### config.mk
export PLATFORM = sky130hd
export DESIGN_NAME = truth_table_sweeper
export DESIGN_NICKNAME = d
export VERILOG_FILES = /design/src/rtl/truth_table_sweeper.sv
export SDC_FILE = /design/constraint.sdc
export NUM_CORES = 1
export LEC_CHECK = 0
export BUFFER_PORTS_ARGS = -buffer_cell sky130_fd_sc_hd__buf_2
export CAP_MARGIN = 10
export CORE_MARGIN = 3
export CORE_UTILIZATION = 54
export DETAILED_ROUTE_END_ITERATION = 8
export HOLD_SLACK_MARGIN = 0.05
export PLACE_DENSITY = 0.81
export SETUP_SLACK_MARGIN = 0.4
export SLEW_MARGIN = 20
export SYNTH_ARGS = -nofsm -noshare
export SYNTH_HDL_FRONTEND = slang
export SYNTH_SLANG_ARGS = --single-unit
### constraint.sdc
create_clock -name clk -period 2.66 [get_ports clk]
set_input_delay 0.798 -clock clk [delete_from_list [all_inputs] [get_ports clk]]
set_output_delay 0.798 -clock clk [all_outputs]
set_load 0.02 [all_outputs]
### src/rtl/truth_table_sweeper.sv
// Walks a 4-input combinational block through all 16 input vectors, records
// the sampled truth table and compares it against a captured expected table.
module truth_table_sweeper #(
  parameter int SETTLE_CYCLES = 2
) (
  input  logic        clk,
  input  logic        rst,
  input  logic        start,
  input  logic [15:0] expected,
  input  logic        f_in,
  output logic        a,
  output logic        b,
  output logic        c,
  output logic        d,
  output logic        not_a,
  output logic        not_b,
  output logic        not_c,
  output logic        not_d,
  output logic        busy,
  output logic        done,
  output logic [15:0] table_out,
  output logic [4:0]  mismatch_count,
  output logic [3:0]  first_fail,
  output logic        fail_valid,
  output logic        match
);

  typedef enum logic [1:0] {IDLE, SETTLE, SAMPLE, DONE} state_t;

  localparam logic [3:0] SC_LAST = 4'(SETTLE_CYCLES - 1);

  state_t      state, state_nxt;
  logic [3:0]  idx, scnt;
  logic [15:0] exp_q;

  // idx is the registered vector; it is parked at 0 outside a sweep
  assign {a, b, c, d} = idx;
  assign {not_a, not_b, not_c, not_d} = ~idx;

  assign busy = (state != IDLE);
  assign done = (state == DONE);

  always_comb begin
    state_nxt = state;
    case (state)
      IDLE:    if (start) state_nxt = SETTLE;
      SETTLE:  if (scnt == SC_LAST) state_nxt = SAMPLE;
      SAMPLE:  state_nxt = (idx == 4'd15) ? DONE : SETTLE;
      DONE:    state_nxt = IDLE;
      default: state_nxt = IDLE;
    endcase
  end

  always_ff @(posedge clk or posedge rst) begin
    if (rst) begin
      state          <= IDLE;
      idx            <= '0;
      scnt           <= '0;
      exp_q          <= '0;
      table_out      <= '0;
      mismatch_count <= '0;
      first_fail     <= '0;
      fail_valid     <= 1'b0;
      match          <= 1'b0;
    end else begin
      state <= state_nxt;
      case (state)
        IDLE: if (start) begin
          exp_q          <= expected;
          table_out      <= '0;
          mismatch_count <= '0;
          first_fail     <= '0;
          fail_valid     <= 1'b0;
          match          <= 1'b0;
          idx            <= '0;
          scnt           <= '0;
        end
        SETTLE: scnt <= scnt + 4'd1;
        SAMPLE: begin
          table_out[idx] <= f_in;
          if (f_in != exp_q[idx]) begin
            mismatch_count <= mismatch_count + 5'd1;
            if (!fail_valid) begin
              first_fail <= idx;
              fail_valid <= 1'b1;
            end
          end
          scnt <= '0;
          // last vector returns the outputs to 0000 for the DONE cycle
          idx  <= (idx == 4'd15) ? 4'd0 : idx + 4'd1;
        end
        DONE: match <= (mismatch_count == 5'd0);
        default: ;
      endcase
    end
  end

endmodule

Word-level counts from Yosys, hierarchy flattened
Cells that the tools add are included.
{"block": "word_totals", "regBits": 53, "inputBits": 20, "elab_cells": 64}
{"block": "op_classes", "addsub": 3, "magnitude_cmp": 2, "n_eq_ne": 10, "muxes": 25, "bitwise": 1, "reduce_logical": 14}
{"operator": "16-bit one-hot mux with 2 select lines", "count": 1}
{"operator": "16-bit bitwise mux", "count": 1}
{"operator": "16-bit two-way mux", "count": 1}
{"operator": "4-bit two-way mux", "count": 4}
{"operator": "4-bit one-hot mux with 2 select lines", "count": 2}
{"operator": "4-bit one-hot mux with 3 select lines", "count": 1}
{"operator": "5-bit two-way mux", "count": 2}
{"operator": "5-bit one-hot mux with 2 select lines", "count": 1}
{"operator": "2-bit AND reduction", "count": 5}
{"operator": "4-bit by 1-bit adder with 4-bit output (second input constant)", "count": 2}
{"operator": "2-bit != test (second input constant)", "count": 4}
{"operator": "2-bit one-hot mux with 4 select lines", "count": 1}
{"operator": "2-bit two-way mux", "count": 3}
{"operator": "2-bit nonzero test", "count": 3}
{"operator": "5-bit by 1-bit adder with 5-bit output (second input constant)", "count": 1}
{"operator": "5-bit logical NOT", "count": 1}
{"operator": "4-bit by 5-bit less-than comparator with 1-bit output (second input constant)", "count": 1}
{"operator": "1-bit binary-select mux with 4-bit select", "count": 1}
{"operator": "1-bit demux with 4-bit select", "count": 1}
{"operator": "2-bit equality test (second input constant)", "count": 2}
{"operator": "4-bit by 1-bit equality test with 1-bit output (second input constant)", "count": 1}
{"operator": "4-bit equality test (second input constant)", "count": 1}
{"operator": "4-bit by 1-bit greater-or-equal comparator with 1-bit output (second input constant)", "count": 1}
{"operator": "1-bit two-way mux", "count": 4}
{"operator": "other kinds (9)", "count": 10}

Longest topological paths before layout
{"block": "logic_depth", "ltp_word": 6, "depth_mapped": 6, "ltp_nobuf": 5}

Least setup slack after synthesis
OpenSTA, ideal clock, no wires.
{"block": "synth_timing", "path_type": "flip-flop to flip-flop", "startpoint": "register idx[1]", "endpoint": "register first_fail[3]", "arrival_time_ns": 2.387, "required_ns": 2.533, "path_slack_ns": 0.145, "path_stages_with_launch": 7, "n_path_buf": 1, "cell_sequence": "dfrtp_1 buf_6 mux2_1 mux4_2 xnor2_1 a221oi_2 mux2_1"}
{"block": "synth_via", "elab_chain_len": 5}
{"item": "from (decl)", "line_no": "33", "rtl": "logic [3:0] idx, scnt;"}
{"item": "from (signal assigned)", "line_no": "90", "rtl": "idx <= (idx == 4'd15) ? 4'd0 : idx + 4'd1;"}
{"item": "1-bit binary-select mux with 4-bit select", "line_no": "81", "rtl": "if (f_in != exp_q[idx]) begin"}
{"item": "1-bit two-way mux (not written as such)", "line_no": "81"}
{"item": "1-bit != test", "line_no": "81"}
{"item": "2-bit != test (no line)"}
{"item": "4-bit AND reduction (no line)"}
{"item": "to (signal assigned)", "line_no": "84", "rtl": "first_fail <= idx;"}
{"item": "to (decl)", "line_no": "23", "rtl": "output logic [3:0] first_fail,"}
Every way passes these cells. The select of a mux whose other input is x is not followed.
A chain may end at the register's enable or synchronous reset.

Worst setup path in the final report
{"block": "layout_timing", "startpoint": "register idx[1]", "endpoint": "register first_fail[1]"}
{"block": "layout_via", "elab_chain_len": 5}
{"item": "1-bit binary-select mux with 4-bit select", "line_no": "81"}
{"item": "1-bit two-way mux (not written as such)", "line_no": "81"}
{"item": "1-bit != test", "line_no": "81"}
{"item": "2-bit != test (no line)"}
{"item": "4-bit AND reduction (no line)"}
Parallel ways exist; a longest one is shown, timed or not. The select of a mux whose other input is x is not followed.

==> flow_summary.yaml <==
worst_setup_path:
  critical_path_arrival_ns: 2.63
  crit_fanout: 5
  critical_path_required_ns: 2.87
  worstSetupPathType: "flop to flop"
  cp-end-kind: "flop"
  worstSetupStartpointType: "flop"
route:
  detail-route-antenna-nets: 0
  firstDrtPassIters: 5
  initialDrtViolationCount: 343
  wl_per_cell_um: 15.12
  vias_per_cell: 5.485
  vias: 2320
  route.detailed.drc: 0
  routed_wl_mm: 6.395
clocking:
  clk_pin_slew_worst_paths_ns: 0.10
  postCtsHoldBufs: 0
  insertion_delay_ns: 0.31
  clock-sinks: 53
  clockRootBuffer: "clkbuf_8"
  cts.path.max_buffers: 2
  cts_tree: "yes"
  htreeDepth: 2
  cts_buffers: 5
timing:
  setup_tns_ns: 0
  min_period_ns: 2.420
  setup_viol: 0
  hold_viol: 0
  timing.slew.headroom: 0.7137
  rsz0062_at_grt: "true"
  worstMarginPinSlew_ns: 0.4294
  fin_skew_ns: 0.01361
  drv_slew: 0
  fin_ws_ns: 0.2398
  fmax_mhz: 413.2
  fin_crit_sh: 0.9098
synth:
  yosysUniqueCellTypes: 41
  syn_nets: 320
  avgSynthCellArea_um2: 9.345
  synth-seq-cells: 53
  async_reset_ff_frac: 1.000
  synthCells: 292
  ys_seq_area_frac: 0.4860
  synth_edf_count: 0
  yosys_warnings: 0
  netlist_area_mm2: 0.002729
  ys.flop_type: "dfrtp_1"
final_layout:
  area_growth_pct: 21.14
  final_nets: 383
  layout_common_cells: "nand2_1, buf_2, dfrtp_1"
  diodes: 0
  drive_gt1_frac: 0.2781
  fillers: 402
  layout_commonest_cell: "nand2_1"
  finish.utilization: 0.6862
die:
  initial_utilization: 0.5665
  die_h_um: 77.09
  core_area_mm2: 0.004817
  placementRows: 25
  dieArea_mm2: 0.005942
  die_x_um: 77.09
  io-pin-count: 57
grt:
  grt_pass1_wl_mm: 10.97
  grt_max_degree: 54
  grt_pass1_vias: 2300
  antenna_found_initial: 0
  grt_usage: 0.2305
  grt_overflow: 0
placed_design:
  dpl.hpwl_mm: 4.210
  numPortBuffers: 56
  gp_congestion: 0.8367
  dp_slack_ns: 0.2181
pwr:
  vdd_drop_max_mv: 0.5235
  powerDensity_mw_per_mm2: 894.4
  p_leak_nw: 1.728
hold_path:
  min_path_type: "flop to flop"
flow_run:
  cap_violations: 0
run_status:
  status: "complete, no violations"
[state kept, by name (all words and copies together) (netlist names)]
signal,count
exp_q,16
table_out,16
mismatch_count,5
first_fail,4
idx,4
scnt,4
state,2
fail_valid,1
match,1
[what timing repair did]
| action | in CTS | in global routing |
|---|---|---|
| buffers inserted | 6 | 2 |
| setup endpoints to repair | 6 | 7 |
| resized for setup | 3 | 6 |
| pin swaps | 2 | 2 |
[power by group]
part           switching [mW]  leakage (nW)  internal (mW)
registers               0.183         0.703           1.01
logic                   0.732         0.982          0.584
clock network           0.267        0.0439          0.182
total                    1.18          1.73           1.77
[metal layers]
| metal | part of all wire | wire length, µm | vias to the layer above | GRT usage |
|---|---|---|---|---|
| met5 | 0 | 0 | - | 0 |
| met4 | 0.022 | 141 | 0 | 0.07651 |
| met3 | 0.066 | 424 | 17 | 0.04930 |
| met2 | 0.47 | 3029 | 96 | 0.3685 |
| met1 | 0.44 | 2799 | 1084 | 0.3138 |
| li1 | - | - | 1123 | - |
[kinds of logic after synthesis]
kind of cell               share of synthesized area
xor gates and xnor gates                     0.01605
DFF                                           0.4860
buffers and inverters                        0.04401
adders and majority gates                    0.03668
muxes                                        0.09812
AOI/OAI and AO/OA                             0.1009
and+or+nand+nor                               0.2182
[cells in the mapped netlist (all sizes together), types with 2 or more instances]
library cell | n | share of area
nand2 | 87 | 0.12
nor3b | 2 | 0.0055
xnor2 | 3 | 0.0096
and3 | 2 | 0.0046
a221oi | 2 | 0.0087
o211ai | 13 | 0.036
nand3 | 6 | 0.011
inv | 15 | 0.021
nand2b | 3 | 0.0069
xor2 | 2 | 0.0064
clkbuf | 11 | 0.015
o21ai | 9 | 0.017
mux4 | 2 | 0.017
buf | 4 | 0.0083
a21oi | 3 | 0.0055
mux2i | 8 | 0.032
o311ai | 4 | 0.013
nor2 | 18 | 0.025
dfrtp | 53 | 0.49
nand4 | 14 | 0.032
ha | 8 | 0.037
mux2 | 11 | 0.050
[worst max-delay path, cell delays in order (launching register included)]
cell and delay (ns):
dfrtp_2 0.44, buf_12 0.14, mux2_4 0.28, mux4_2 0.53, xnor2_2 0.18, a221oi_4 0.39
mux2_4 0.33
[stage by stage]
| step | cells | cell area [µm²] | hold slack, ns | power [mW] |
|---|---|---|---|---|
| floorplan | 292 | 2749 | 0.4385 | 2.049 |
| detailed placement | 407 | 3114 | 0.4610 | 2.345 |
| CTS | 421 | 3264 | 0.4835 | 2.861 |
| global placement | 407 | 3114 | 0.4624 | 2.308 |
| global route | 423 | 3306 | 0.4986 | 3.159 |
| finish | 423 | 3306 | 0.4807 | 2.956 |
[final timing paths]
path / startpoint / to / slack, ns / cells past startpoint
max: idx[1]$_DFFE_PP0P_ / first_fail[1]$_DFFE_PP0P_ / 0.24 / 6
min: exp_q[9]$_DFFE_PP0P_ / exp_q[9]$_DFFE_PP0P_ / 0.48 / 2
max reg2reg: idx[1]$_DFFE_PP0P_ / first_fail[1]$_DFFE_PP0P_ / 0.24 / 6
min reg2reg: exp_q[9]$_DFFE_PP0P_ / exp_q[9]$_DFFE_PP0P_ / 0.48 / 2
max in group asynchronous: rst / idx[1]$_DFFE_PP0P_ / 1.90 / 3
min in group asynchronous: rst / mismatch_count[0]$_DFFE_PP0P_ / 0.51 / 3
[final cells by class]
| type | count | area (µm²) | share of cell area |
|---|---|---|---|
| clock inverters | 3 | 17.52 | 0.005299 |
| multi-input cells | 209 | 1329 | 0.4020 |
| inverters | 15 | 60.06 | 0.01817 |
| flip-flops and latches | 53 | 1329 | 0.4020 |
| repair buffers | 71 | 417.9 | 0.1264 |
| clock buffers | 5 | 68.82 | 0.02082 |
| well taps | 67 | 83.83 | 0.02536 |
Power figures use the tool's default switching activity.
